$ cat src/rtl/grf_wport_arbiter_pkg.sv
// Shared CPU datapath definitions: register/data widths and the write-back entry
// carried from the long-latency unit to the GRF write port.
package cpu_defs;

  localparam int REG_W  = 5;
  localparam int DATA_W = 32;

  typedef struct packed {
    logic [REG_W-1:0]  a3;
    logic [DATA_W-1:0] wd;
    logic [DATA_W-1:0] pc;
  } wb_entry;

endpackage

$ cat src/rtl/grf_wport_arbiter_wb_fifo.sv
// Synchronous FIFO of write-back entries for buffered long-latency results.
// First-word fall-through: head is valid whenever empty is low.
module wb_fifo
  import cpu_defs::*;
#(
  parameter int DEPTH = 2
) (
  input  logic    clk,
  input  logic    reset,
  input  logic    push,
  input  wb_entry din,
  input  logic    pop,
  output wb_entry head,
  output logic    full,
  output logic    empty
);

  localparam int AW = $clog2(DEPTH);

  wb_entry        mem [DEPTH];
  logic [AW:0]    wr_ptr;
  logic [AW:0]    rd_ptr;

  // Extra pointer bit distinguishes full from empty when the indices match.
  assign empty = (wr_ptr == rd_ptr);
  assign full  = (wr_ptr[AW] != rd_ptr[AW]) && (wr_ptr[AW-1:0] == rd_ptr[AW-1:0]);
  assign head  = mem[rd_ptr[AW-1:0]];

  // NOTE: sequential state uses non-blocking assignments so every register samples pre-edge values.
  always_ff @(posedge clk) begin
    if (reset) begin
      wr_ptr <= '0;
      rd_ptr <= '0;
    end else begin
      if (push && !full) wr_ptr <= wr_ptr + 1'b1;
      if (pop && !empty) rd_ptr <= rd_ptr + 1'b1;
    end
  end

  // NOTE: storage is deliberately not reset; the pointers alone define which entries are valid.
  always_ff @(posedge clk) begin
    if (push && !full) mem[wr_ptr[AW-1:0]] <= din;
  end

endmodule

$ cat src/rtl/grf_wport_arbiter.sv
// GRF write-port arbiter: W stage has priority, buffered long-latency results drain
// into idle W slots, and a pending scoreboard stalls D on hazards against them.
module grf_wport_arbiter
  import cpu_defs::*;
#(
  parameter int LL_DEPTH     = 2,
  parameter int MAX_OUT      = 4,
  parameter int STARVE_LIMIT = 4
) (
  input  logic              clk,
  input  logic              reset,
  input  logic              req,
  input  logic              w_we,
  input  logic [REG_W-1:0]  w_a3,
  input  logic [DATA_W-1:0] w_wd,
  input  logic [DATA_W-1:0] w_pc,
  input  logic              iss_valid,
  input  logic [REG_W-1:0]  iss_a3,
  output logic              iss_ready,
  input  logic              ll_valid,
  input  logic [REG_W-1:0]  ll_a3,
  input  logic [DATA_W-1:0] ll_wd,
  input  logic [DATA_W-1:0] ll_pc,
  output logic              ll_ready,
  input  logic [REG_W-1:0]  d_rs,
  input  logic [REG_W-1:0]  d_rt,
  input  logic [REG_W-1:0]  d_wa,
  output logic              stall,
  output logic              grf_we,
  output logic [REG_W-1:0]  grf_a3,
  output logic [DATA_W-1:0] grf_wd,
  output logic [DATA_W-1:0] grf_pc
);

  localparam int NREG  = 1 << REG_W;
  localparam int CNT_W = $clog2(MAX_OUT + 1);
  localparam int STV_W = $clog2(STARVE_LIMIT + 1);

  wb_entry          head;
  logic             fifo_full;
  logic             fifo_empty;
  logic             pipe_w;
  logic             pop;
  logic             push;
  logic             iss_acc;
  logic             starve_hold;
  logic [NREG-1:0]  pending;
  logic [NREG-1:0]  pending_nxt;
  logic [CNT_W-1:0] out_cnt;
  logic [STV_W-1:0] starve_cnt;

  wb_fifo #(.DEPTH(LL_DEPTH)) u_fifo (
    .clk   (clk),
    .reset (reset),
    .push  (push),
    .din   ('{a3: ll_a3, wd: ll_wd, pc: ll_pc}),
    .pop   (pop),
    .head  (head),
    .full  (fifo_full),
    .empty (fifo_empty)
  );

  // A suppressed or $0 W-stage write leaves the port free for the buffer.
  assign pipe_w    = w_we && !req && (w_a3 != '0);
  assign pop       = !fifo_empty && !pipe_w;
  assign ll_ready  = !fifo_full;
  assign push      = ll_valid && ll_ready;
  assign iss_ready = ((iss_a3 == '0) || !pending[iss_a3]) && (out_cnt < CNT_W'(MAX_OUT));
  assign iss_acc   = iss_valid && iss_ready;

  assign starve_hold = (starve_cnt >= STV_W'(STARVE_LIMIT));
  assign stall = ((d_rs != '0) && pending[d_rs])
               | ((d_rt != '0) && pending[d_rt])
               | ((d_wa != '0) && pending[d_wa])
               | (iss_valid && !iss_ready)
               | starve_hold;

  // NOTE: every combinational output gets a default first so no path can infer a latch.
  always_comb begin
    grf_we = 1'b0;
    grf_a3 = '0;
    grf_wd = '0;
    grf_pc = '0;
    if (pipe_w) begin
      grf_we = 1'b1;
      grf_a3 = w_a3;
      grf_wd = w_wd;
      grf_pc = w_pc;
    end else if (!fifo_empty) begin
      grf_we = (head.a3 != '0);
      grf_a3 = head.a3;
      grf_wd = head.wd;
      grf_pc = head.pc;
    end
  end

  // Clear before set so a same-edge issue to a just-committed register stays pending.
  always_comb begin
    pending_nxt = pending;
    if (pop && (head.a3 != '0)) pending_nxt[head.a3] = 1'b0;
    if (iss_acc && (iss_a3 != '0)) pending_nxt[iss_a3] = 1'b1;
  end

  always_ff @(posedge clk) begin
    if (reset) begin
      pending    <= '0;
      out_cnt    <= '0;
      starve_cnt <= '0;
    end else begin
      pending <= pending_nxt;
      case ({iss_acc, pop})
        2'b10:   out_cnt <= out_cnt + 1'b1;
        2'b01:   out_cnt <= out_cnt - 1'b1;
        default: out_cnt <= out_cnt;
      endcase
      // Saturates at the limit; only the threshold crossing matters.
      if (fifo_empty || pop)
        starve_cnt <= '0;
      else if (starve_cnt != STV_W'(STARVE_LIMIT))
        starve_cnt <= starve_cnt + 1'b1;
    end
  end

endmodule
$ cat config.mk
export PLATFORM = sky130hd
export DESIGN_NAME = grf_wport_arbiter
export DESIGN_NICKNAME = d
export VERILOG_FILES = /design/src/rtl/grf_wport_arbiter_pkg.sv /design/src/rtl/grf_wport_arbiter_wb_fifo.sv /design/src/rtl/grf_wport_arbiter.sv
export SDC_FILE = /design/constraint.sdc
export NUM_CORES = 1
export LEC_CHECK = 0
export BUFFER_PORTS_ARGS = -buffer_cell sky130_fd_sc_hd__buf_2
export CAP_MARGIN = 20
export CORE_MARGIN = 2
export CORE_UTILIZATION = 54
export DETAILED_ROUTE_END_ITERATION = 7
export PLACE_DENSITY_LB_ADDON = 0.3
export SETUP_SLACK_MARGIN = 0.3
export SLEW_MARGIN = 20
export SYNTH_ARGS = -nofsm -noshare
export SYNTH_HDL_FRONTEND = slang
export SYNTH_HIERARCHICAL = 1
export SYNTH_SLANG_ARGS = --single-unit
$ cat constraint.sdc
create_clock -name clk -period 7.2 [get_ports clk]
set_input_delay 1.08 -clock clk [delete_from_list [all_inputs] [get_ports clk]]
set_output_delay 1.08 -clock clk [all_outputs]
set_load 0.005 [all_outputs]
======== Word level (Yosys, flattened, before mapping) ========
Memory sizes are Yosys's and may differ from the RTL's. A register that Yosys moved wholly into a read port is not among the register bits.
Cells that the tools add are included.
W data, S select, Z words.
storage, ports and cells
  register bits ........................... 42
  latch bits .............................. 0
  memory bits (writable) .................. 138
  ROM bits ................................ 0
  input port bits ......................... 164
  output and inout port bits .............. 73
  memories kept ........................... 1
cells by class
  add/sub/neg operators ................... 5
  $mul .................................... 0
  divide/modulo/power cells ............... 0
  magnitude comparators ................... 9
  eq/ne operators ......................... 6
  shift-type cells ........................ 0
  multiplexer cells ....................... 27
  bitwise operators ....................... 7
  reductions and logical operators ........ 34
memory list
  name        words  width  read ports  clocked after Yosys merged registers in  wr ports  line                             source
  u_fifo.mem  2      69     1           1                                        1         grf_wport_arbiter_wb_fifo.sv:20  wb_entry mem [DEPTH];
operators by type and width
  operator               number
  $mux W32               6
  $and A32 B32 Y32       1
  $not A32 Y32           1
  $or A32 B32 Y32        1
  $lt A5 B6 Y1 const B   5
  $reduce_bool A5 Y1     6
  $bmux W1 S5            4
  $logic_and A1 B1 Y1    17
  $mux W1                12
  $demux W1 S5           2
  $ge A5 B1 Y1 const B   2
  $mux W5                2
  $add A3 B1 Y3 const B  2
  $logic_not A1 Y1       6
  $pmux W3 S2            1
  $logic_not A5 Y1       1
  $add A2 B1 Y2 const B  2
  $or A1 B1 Y1           4
  $ge A3 B3 Y1 const B   1
  $lt A3 B3 Y1 const B   1
  $ne A3 B3 Y1 const B   1
  $sub A3 B1 Y3 const B  1
  $eq A2 B1 Y1 const B   1
  $eq A2 B2 Y1           1
  6 further kinds        7

======== Depth between registers and ports, before layout ========
Gate-level depths: netlist of the first run.
  word-level depth ........................ 9
  depth in mapped cells ................... 15
  gate-level depth less buffers ........... 12

======== By module ========
Netlist of the first run, hierarchy kept.
by module, submodules not included
  module             instances  cells each  area each (um^2)
  wb_fifo            1          248         5253.8
  grf_wport_arbiter  1          596         4237.8

======== Worst setup path after synthesis of the first run ========
Ideal clock, no wire load.
  path kind ............................... input -> register
  from .................................... input ll_valid
  to ...................................... memory u_fifo/mem[1][0] in the netlist's numbering (enable)
  arrival ................................. 4850 ps
  data required time ...................... 6681 ps
  slack ................................... 1832 ps
  stages .................................. 3
  buffers on the path ..................... 0
  cell sequence ........................... nor2b_1 -> nand2_1 -> a21oi_1
on the way
  longest elaborated chain between the ends .. 4
RTL lines
  what                           line                             source
  start: declaration             grf_wport_arbiter.sv:20          input logic ll_valid,
  $logic_and A1 B1 Y1            grf_wport_arbiter.sv:67          assign push = ll_valid && ll_ready;
  $logic_and A1 B1 Y1            grf_wport_arbiter_wb_fifo.sv:42  if (push && !full) mem[wr_ptr[AW-1:0]] <= din;
  $mux W1                        grf_wport_arbiter_wb_fifo.sv:42
  $mux W1 (implied by the code)  grf_wport_arbiter_wb_fifo.sv:42
  end: declaration               grf_wport_arbiter_wb_fifo.sv:20
No other way between the ends.

======== Final worst setup path of the first run ========
  from .................................... input iss_a3[0]
  to ...................................... output stall
on the way
  longest elaborated chain between the ends .. 9
RTL lines
  what                           line                     source
  start: declaration             grf_wport_arbiter.sv:18  input logic [REG_W-1:0] iss_a3,
  $bmux W1 S5                    grf_wport_arbiter.sv:68  assign iss_ready = ((iss_a3 == '0) || !pending[iss_a3]) && (out_cnt < CNT_W'(MAX_OUT));
  $mux W1 (implied by the code)  grf_wport_arbiter.sv:68
  $logic_not A1 Y1               grf_wport_arbiter.sv:68
  $logic_or A1 B1 Y1 *           grf_wport_arbiter.sv:68
  $logic_and A1 B1 Y1 *          grf_wport_arbiter.sv:68
  $logic_not A1 Y1 *             grf_wport_arbiter.sv:75  | (iss_valid && !iss_ready)
  $logic_and A1 B1 Y1 *          grf_wport_arbiter.sv:75
  $or A1 B1 Y1 *                 grf_wport_arbiter.sv:75
  $or A1 B1 Y1 *                 grf_wport_arbiter.sv:76  | starve_hold;
  end: declaration               grf_wport_arbiter.sv:28  output logic stall,
Every way passes the cells marked *; elsewhere a longest branch is shown, timed or not. The select of a mux whose other input is x is not followed.

==> results of run 1 <==
[registers in the layout (all words and copies together) (netlist names), named ones only]
| register | cells |
|---|---|
| u_fifo/rd_ptr | 2 |
| u_fifo/wr_ptr | 2 |
| out_cnt | 3 |
| pending | 32 |
| starve_cnt | 3 |
| u_fifo/mem | 138 |
[cells in the mapped netlist, types with 5 or more instances]
master and instances:
nor2b_1 32, clkbuf_1 32, a21oi_1 12, mux4_2 16
nand3_1 27, mux4_1 5, nand3b_1 70, mux2_2 74
nor3_1 10, nand2_1 178, nand2b_1 10, nor4_1 6
nor2_1 23, mux2i_1 20, buf_2 15, inv_1 9
edfxtp_1 138, o21ai_0 46, nor3b_1 8, dfxtp_1 43
[where the power goes]
group          leakage, nW  switching (mW)  internal [mW]  total (mW)
sequential            1.64           0.119           1.33        1.45
clock                0.287           0.416          0.522       0.938
combinational         2.77           0.659          0.601        1.26
[worst register-to-register path, cell delays in order, from the launching register on]
cell	delay (ns)
dfxtp_1	0.45
xor2_1	0.49
nor2_4	0.25
nor2_2	0.47
ha_1	0.26
inv_1	0.06
fa_1	0.37
xor2_1	0.16
or3_1	0.32
a21oi_1	0.15
[per-stage QoR]
step / cells / instance area, sq um / hold slack, ns / total power, mW / setup WS (ns)
after global placement: 1252 / 10700 / 0.472 / 2.71 / 2.73
final: 1286 / 11300 / 0.480 / 3.65 / 2.67
after CTS: 1283 / 11300 / 0.487 / 3.68 / 2.67
after global routing: 1286 / 11300 / 0.520 / 3.85 / 2.50
after detailed placement: 1252 / 10700 / 0.476 / 2.74 / 2.67
after floorplan: 844 / 9490 / 0.433 / 2.29 / 1.83
[worst max-delay path by stage]
stage,start,to,slack (ns),cells after the start
floorplan,ll_valid,u_fifo/mem[1][0]$_DFFE_PP_,1.83,3
CTS,req,grf_a3[0],2.67,7
finish,iss_a3[0],stall,2.67,8
global route,iss_a3[0],stall,2.50,8
detailed placement,req,grf_a3[4],2.67,7
global placement,iss_a3[0],stall,2.73,8
[final cells by class]
cell class / count / area, sq um
fill: 1350 / 5890
antenna: 3 / 7.51
timing repair buffer: 240 / 1210
tap: 225 / 282
multi-input combinational: 597 / 4210
inverter: 9 / 33.8
sequential: 181 / 5010
clock inverter: 14 / 173
clock buffer: 17 / 425
[per-layer routing]
layer  wire length [um]  vias up  global-route usage (%)
li1                   -     3486                       -
met2              11200      269                    40.9
met3               1730       39                    7.07
met5                  7        -                       0
met1               9750     3434                    32.5
met4                558        2                    10.2
[cell families (layout without fill, tap and decap cells)]
kind of cell | after synthesis | after routing | share of synthesized area, %
AOI/OAI and AO/OA | 88 | 88 | 5.67
xor gates and xnor gates | 6 | 6 | 0.633
muxes | 115 | 115 | 16.1
and+or+nand+nor | 384 | 384 | 20.9
buffers and inverters | 66 | 280 | 3.36
DFF | 181 | 181 | 52.7
adders and majority gates | 4 | 4 | 0.606
other | 0 | 3 | 0
==> reports/metrics.yaml, run 1 <==
r2r-start: "u_fifo/rd_ptr[1]$_SDFFE_PP0P_"
crit_path_start_kind: "input pin"
synth_cell_type_count: 63
slowest_delay_ns: 0.46
io_buffers: 236
critical_path_class: "in2out"
period_minus_slack_ns: 4.53
grt_max_degree: 70
numClockSinks: 181
path_max_fanout: 23
fin_worst_skew_ns: 0.0209
hold_viol: 0
rows: 48
postCtsSetupRepairBufs: 0
tns_ns: 0
start_util_pct: 55.1
p_per_area_nw_per_um2: 322
reg2reg_to: "out_cnt[2]$_SDFFE_PP0P_"
synth_area_leaders: "edfxtp_1, dfxtp_1, mux2_2"
ant_nets: 0
die_y_um: 137
path_delay_family: "compound AO/OA/AOI/OAI gates"
root_buffer: "clkbuf_16"
endpoint_kind: "primary output"
drt_iter0_drc: 549
rsz0062_at_grt: "no"
grt_first_pass_wirelength_mm: 35.9
reg2regPathDepth: 9
outcome: "finished, final reports clean"
layout_common_cells: "buf_2, nand2_1, edfxtp_1, mux2_2, nand3b_1"
yosys_warnings: 6
synth_top_area_share_pct: 43.7
maxSlewHeadroom_pct: 19.0
cp_data_arrival_time_ns: 3.45
routed_wl_mm: 23.3
finalCritPeriodShare_pct: 62.9
path_cells: "buf_2, mux2_2, and3_1, o31ai_1, a22o_2, o21ai_2, a311o_1, buf_2"
critPathSlowestCell: "a22o_2"
vias_per_cell: 5.62
ys_ff_latch: 181
grt_use_total_pct: 25.4
postCtsHoldBufs: 0
layout-drive-gt1-share_pct: 35.4
setup_viol: 0
cp_data_required_time_ns: 6.12
vias: 7230
crit_top_cell: "buf_2"
dpl.hpwl_mm: 16.3
hold_class: "reg2reg"
slew_viol_final: 0
synth_edf_count: 138
area_growth_pct: 19.5
worst_slew_pin_slew_ns: 1.21
syn_area_sq_um: 9490
peakVddDrop_v: 0.000219
syn_inst: 844
clkTransAtPathRegs_ns: 0.07
grt_pass1_vias: 6915
first_pass_iters: 5
htree_levels: 4
die-area_sq_um: 18700
hp-start: "pending[0]$_SDFF_PP0_"
hold_end: "pending[0]$_SDFF_PP0_"
final_common_cell: "buf_2"
final_util_pct: 65.8
hold_path_depth: 1
antenna_found_initial: 4
syn_avg_cell_area_sq_um: 11.2
crit_buf_inv: 2
cts_max_path_buffers: 2
rrSetupSlack_ns: 4.16
synthFlopType: "edfxtp_1"
gp_congestion: 0.898
grt-ovfl-total: 0
wl_per_cell_um: 18.1
p_leak_nw: 4.69
numCtsBuffers: 17
fin_nets: 1214
cap_viol_max_count: 0
die_x_um: 137
ys_seq_area_share_pct: 52.7
ioPinCount: 237
syn-num-nets: 1012
drc: 0
core_sq_um: 17200
tritoncts: "built"
ctsResizeCount: 0
async_flop_share_pct: 0
insertion_delay_ns: 0.44
fmax_mhz: 221
synth_top_area_cell: "edfxtp_1"
Note: power is estimated with default switching activity, not from simulation.
==> inputs of run 2 (changes only) <==
--- a/config.mk
+++ b/config.mk
@@ -8,7 +8,7 @@
 export BUFFER_PORTS_ARGS = -buffer_cell sky130_fd_sc_hd__buf_2
 export CAP_MARGIN = 20
 export CORE_MARGIN = 2
-export CORE_UTILIZATION = 54
+export CORE_UTILIZATION = 49
 export DETAILED_ROUTE_END_ITERATION = 7
 export PLACE_DENSITY_LB_ADDON = 0.3
 export SETUP_SLACK_MARGIN = 0.3
==> constraint.sdc (replaced) <==
create_clock -name clk -period 4.1 [get_ports clk]
set_input_delay 0.615 -clock clk [delete_from_list [all_inputs] [get_ports clk]]
set_output_delay 0.615 -clock clk [all_outputs]
set_load 0.005 [all_outputs]
==> run 2 against run 1 <==
Net effect: hold slack lost 0.11 ns; flip-flop and latch count unchanged; final cell count up 3.4%; first-iteration DRC count up 1.5%; highest routed layer unchanged; non-clock buffer count increased by 6; cell area rose by 1.3%; critical path depth is the same; wire length increased by 7.6%; global-route usage decreased by 0.68 points; register-to-register slack worse by 2.9 ns.
==> reports/metrics.yaml, run 2 (same netlist as run 1, synthesis figures left out) <==
grt_pass1_vias: 7185
slew_viol_final: 0
vias: 7379
hold_viol: 0
die_y_um: 143
fin_worst_skew_ns: 0.0111
ant_nets: 0
numCtsBuffers: 17
switching_share_pct: 32.4
core_sq_um: 18800
hold_ws_ns: 0.366
p_sw_mw: 2.12
critPathSlowestCell: "buf_2"
wl_met3_mm: 2.20
grt_max_degree: 67
finalCritPeriodShare_pct: 80.9
period_minus_slack_ns: 3.32
postCtsSetupRepairBufs: 0
tns_ns: 0
crit_top_cell: "buf_2"
grt_first_pass_wirelength_mm: 38.3
rsz0062_at_grt: "no"
maxSlewHeadroom_pct: 29.6
outcome: "finished, final reports clean"
hold_class: "in2reg"
cp_data_required_time_ns: 3.48
path_max_fanout: 19
wl_met2_mm: 11.9
fmax_mhz: 301
start_util_pct: 50.4
antenna_found_initial: 7
ctsResizeCount: 0
p_int_mw: 4.43
placed_area_sq_um: 10800
power_mw: 6.55
drc: 0
top_layer: "met5"
root_buffer: "clkbuf_16"
cp_data_arrival_time_ns: 2.70
vias_per_cell: 5.55
routedLengthMet1_mm: 10.2
numClockSinks: 181
p_per_area_nw_per_um2: 570
dpl.cell_count: 1292
rows: 50
drt_iter0_drc: 557
grt_use_total_pct: 24.7
worst_slew_pin_slew_ns: 1.05
first_pass_iters: 5
peakVddDrop_v: 0.000350
pwr-share-clk_pct: 25.6
setup_viol: 0
dpl.hpwl_mm: 17.0
final_common_cell: "buf_2"
seqPwrFrac_pct: 37.7
crit_path_start_kind: "input pin"
layout-drive-gt1-share_pct: 35.9
finish.instance_area_sq_um: 11500
endpoint_kind: "primary output"
largest_reg_flops: 138
htree_levels: 4
p_comb_share_pct: 36.7
insertion_delay_ns: 0.43
wl_per_cell_um: 18.8
die_x_um: 143
gp_congestion: 0.946
die-area_sq_um: 20500
finalNonFillerCells: 1330
io_buffers: 236
routed_wl_mm: 25.0
clkTransAtPathRegs_ns: 0.07
cts_max_path_buffers: 2
grt-ovfl-total: 0
critical_path_class: "in2out"
cap_viol_max_count: 0
slowest_delay_ns: 0.39
p_leak_nw: 4.75
path_cells: "buf_2, mux2_2, and3_1, o31ai_1, a22o_2, o21ai_2, a311o_1, buf_2"
tritoncts: "built"
ioPinCount: 237
fin_nets: 1220
area_growth_pct: 21.2
postCtsHoldBufs: 0
layout_common_cells: "buf_2, nand2_1, edfxtp_1, mux2_2, nand3b_1"
run 2: cell types whose count changed in the layout (fill, tap and decap cells not counted), sizes merged:
cell / previous run / this run
inv: 15 / 14
clkbuf: 17 / 18
clkinvlp: 2 / 1
diode: 3 / 6
buf: 240 / 246
bufinv: 2 / 3
run 2: path summary, 6_finish.rpt:
kind	slack, ns	startpoint	depth (start not counted)	to
min	0.37	ll_wd[7]	1	u_fifo/mem[1][39]$_DFFE_PP_
max reg2reg	1.29	pending[16]$_SDFF_PP0_	12	out_cnt[2]$_SDFFE_PP0P_
min reg2reg	0.47	pending[0]$_SDFF_PP0_	1	pending[0]$_SDFF_PP0_
max	0.78	iss_a3[0]	8	stall
run 2: critical path: cells and delay by family:
kind            cells  cell delay, ns
compound gates      4            0.99
buf+inv             2            0.52
mux                 1            0.39
simple gates        1            0.18
run 2: metal layers:
metal | track usage, % | vias to the layer above
met3 | 7.38 | 56
met2 | 39.8 | 350
li1 | - | 3513
met5 | 0 | -
met1 | 31.5 | 3456
met4 | 9.43 | 4
run 2: layout make-up:
type | instances | area, sq um
clock inverters | 13 | 170
flip-flops and latches | 181 | 5010
diodes | 6 | 15.0
fillers | 1543 | 7330
multi-input cells | 597 | 4220
inverters | 9 | 33.8
repair buffers | 246 | 1300
clock buffers | 18 | 429
well taps | 260 | 325
run 2: power groups by stage:
stage / clock, mW / combinational (mW) / sequential, mW
after global placement: 0 / 2.35 / 2.49
after CTS: 1.70 / 2.38 / 2.47
after floorplan: 0 / 1.58 / 2.44
final: 1.68 / 2.40 / 2.47
after detailed placement: 0 / 2.36 / 2.51
after global routing: 1.78 / 2.62 / 2.50
run 2: stage by stage:
stage	setup WS (ns)	util (%)
after floorplan	0.600	-
after global placement	0.761	57.6
after detailed placement	0.679	57.6
after CTS	0.585	60.8
after global routing	0.697	61.1
final	0.783	61.1
==> inputs of run 3 (changes only) <==
--- a/config.mk
+++ b/config.mk
@@ -5,10 +5,11 @@
 export SDC_FILE = /design/constraint.sdc
 export NUM_CORES = 1
 export LEC_CHECK = 0
+export ABC_AREA = 1
 export BUFFER_PORTS_ARGS = -buffer_cell sky130_fd_sc_hd__buf_2
 export CAP_MARGIN = 20
 export CORE_MARGIN = 2
-export CORE_UTILIZATION = 49
+export CORE_UTILIZATION = 48
 export DETAILED_ROUTE_END_ITERATION = 7
 export PLACE_DENSITY_LB_ADDON = 0.3
 export SETUP_SLACK_MARGIN = 0.3
==> constraint.sdc (replaced) <==
create_clock -name clk -period 2.84 [get_ports clk]
set_input_delay 0.426 -clock clk [delete_from_list [all_inputs] [get_ports clk]]
set_output_delay 0.426 -clock clk [all_outputs]
set_load 0.005 [all_outputs]
==> run 3 against run 2 <==
Net effect: clock skew increased by 0.0089 ns; cell area shrank 0.24%; final cell count increased by 7.7%; synthesized area decreased by 3.8%; synthesized cell count up 11%; largest cell class unchanged.
==> reports/metrics.yaml, run 3 <==
outcome: "finished, final reports clean"
num-fill-cells: 1569
numClockSinks: 181
synth_cell_type_count: 32
dpl.hpwl_mm: 17.8
maxSlewHeadroom_pct: 53.7
grt.met3_usage_pct: 6.88
fin_nets: 1350
synthTopCellsByCount: "nand2_1, edfxtp_1, nor2_1"
synth_top_area_share_pct: 45.4
cap_viol_max_count: 0
grt-ovfl-total: 0
die-area_sq_um: 20100
cp_data_required_time_ns: 2.41
synthFlopType: "edfxtp_1"
rows: 50
syn-num-nets: 1105
seqPwrFrac_pct: 42.7
final_util_pct: 61.3
layout-drive-gt1-share_pct: 34.2
reg2regPathDepth: 19
rsz0062_at_grt: "no"
p_int_mw: 5.26
grt_max_degree: 70
io_buffers: 236
antenna_found_initial: 6
slowest_delay_ns: 0.37
root_buffer: "clkbuf_16"
hp-start: "ll_wd[23]"
start_util_pct: 48.8
busiest_layer: "met2"
syn_inst: 937
ioPinCount: 237
die_x_um: 142
pwr-share-clk_pct: 31.7
use_met2_pct: 42.7
fmax_mhz: 410
grt_pass1_vias: 7344
drc: 0
postCtsHoldBufs: 0
peakVddDrop_v: 0.000470
critical_path_class: "reg2out"
synth_edf_count: 138
grt_use_met1_pct: 31.5
fin_worst_skew_ns: 0.0200
die_y_um: 142
path_max_fanout: 16
vias: 7747
worst_slew_pin_slew_ns: 0.695
numCtsBuffers: 17
grt_use_total_pct: 25.6
clkTransAtPathRegs_ns: 0.07
cts_max_path_buffers: 2
dpl.cell_count: 1387
reg2reg_to: "out_cnt[2]$_SDFFE_PP0P_"
path_cells: "inv_1, nand2_1, nand2_1, nand2_2, inv_1, inv_2, nand2_8, clkinv_8, bufbuf_16, a22o_1, buf_2"
synth_area_leaders: "edfxtp_1, dfxtp_1, mux2_2"
cp_data_arrival_time_ns: 2.01
hold_path_depth: 1
wl_per_cell_um: 17.9
hold_ws_ns: 0.171
first_pass_iters: 5
vias_per_cell: 5.41
period_minus_slack_ns: 2.44
insertion_delay_ns: 0.44
p_per_area_nw_per_um2: 650
finalNonFillerCells: 1433
routed_wl_mm: 25.7
syn_avg_cell_area_sq_um: 9.74
grt_first_pass_wirelength_mm: 38.7
setup_viol: 0
syn_area_sq_um: 9130
ys_seq_area_share_pct: 54.8
largest_reg_flops: 138
finalCritPeriodShare_pct: 85.8
drt_iter0_drc: 581
post-synth-top-count-cell: "nand2_1"
p_comb_share_pct: 25.6
ys_ff_latch: 181
core_sq_um: 18700
switching_share_pct: 29.5
htree_levels: 4
ant_nets: 0
crit_path_start_kind: "flop"
tns_ns: 0
power_mw: 7.46
layout_common_cells: "buf_2, nand2_1, edfxtp_1, nor2_1, a21oi_1"
final_common_cell: "buf_2"
p_sw_mw: 2.20
async_flop_share_pct: 0
slew_viol_final: 0
gp_congestion: 0.927
endpoint_kind: "primary output"
p_leak_nw: 4.82
hold_class: "in2reg"
yosys_warnings: 6
area_growth_pct: 25.7
rrSetupSlack_ns: 0.52
synth_top_area_cell: "edfxtp_1"
critPathSlowestCell: "dfxtp_4"
hold_end: "u_fifo/mem[1][55]$_DFFE_PP_"
hold_viol: 0
tritoncts: "built"
r2r-start: "pending[20]$_SDFF_PP0_"
-- run 3: cell count changes after synthesis, moves of 14 or more --
cell | previous run | this run
nor2_1 | 23 | 110
nand3b_1 | 70 | 1
a21oi_1 | 12 | 80
a22o_1 | 2 | 64
inv_1 | 9 | 66
nor2b_1 | 32 | 0
mux2i_1 | 20 | 0
mux4_2 | 16 | 0
mux2_2 | 74 | 59
inv_2 | 0 | 14
o21ai_1 | 1 | 15
-- run 3: area by class of cell --
type	instances	area (sq um)	share of cell area [%]
multi-input combinational	633	3640	31.8
inverter	80	322	2.80
sequential	181	5040	43.9
clock inverter	14	179	1.56
tap	234	293	2.55
antenna	4	10.0	0.0873
clock buffer	18	429	3.74
timing repair buffer	269	1560	13.6
-- run 3: repair_timing --
item                                    CTS  global route
endpoints found under the setup margin   65            68
buffers inserted                          2             6
pin swaps                                 0             1
gates resized for setup                   7            29
cloned                                    2             0
-- run 3: kinds of logic (layout without fill, tap and decap cells) --
kind of cell / count (synthesis) / after routing / synth area share [%]
other: 0 / 4 / 0
buffers and inverters: 123 / 381 / 5.53
AOI/OAI and AO/OA: 222 / 222 / 15.1
and+or+nand+nor: 336 / 336 / 14.8
xor gates and xnor gates: 2 / 2 / 0.192
adders and majority gates: 4 / 4 / 0.631
muxes: 69 / 69 / 8.93
DFF: 181 / 181 / 54.8
-- run 3: worst max-delay path, delay by kind of cell, from the launching register on --
kind,cells,cell delay (ns)
and+or+nand+nor,4,0.32
DFF,1,0.37
AOI/OAI and AO/OA,1,0.18
buffers and inverters,6,0.69
-- run 3: power by group through the flow --
stage | registers, mW | clock network [mW] | logic (mW)
CTS | 3.20 | 2.41 | 1.87
global placement | 3.25 | 0 | 1.70
finish | 3.19 | 2.36 | 1.91
global route | 3.21 | 2.52 | 2.07
floorplan | 3.22 | 0 | 1.09
detailed placement | 3.26 | 0 | 1.72
-- run 3: worst max-delay path by stage --
stage	slack [ns]	endpoint	start
after CTS	0.30	grf_wd[22]	u_fifo/wr_ptr[0]$_SDFFE_PP0P_
after global routing	0.29	grf_pc[28]	u_fifo/wr_ptr[0]$_SDFFE_PP0P_
after global placement	0.11	out_cnt[2]$_SDFFE_PP0P_	iss_a3[0]
final	0.40	grf_wd[5]	u_fifo/wr_ptr[0]$_SDFFE_PP0P_
after detailed placement	0.04	out_cnt[2]$_SDFFE_PP0P_	iss_a3[0]
after floorplan	0.38	u_fifo/mem[0][0]$_DFFE_PP_	u_fifo/wr_ptr[0]$_SDFFE_PP0P_
-- run 3: layer usage --
layer	wire [um]	up-vias
met3	2160	66
met1	10300	3539
met5	13	-
met4	750	2
met2	12400	345
li1	-	3795
-- run 3: per-stage QoR --
stage | cell area, sq um | setup WS (ns)
after global placement | 10700 | 0.106
after detailed placement | 10700 | 0.0410
after floorplan | 9140 | 0.382
after global routing | 11500 | 0.294
after CTS | 11400 | 0.303
final | 11500 | 0.403
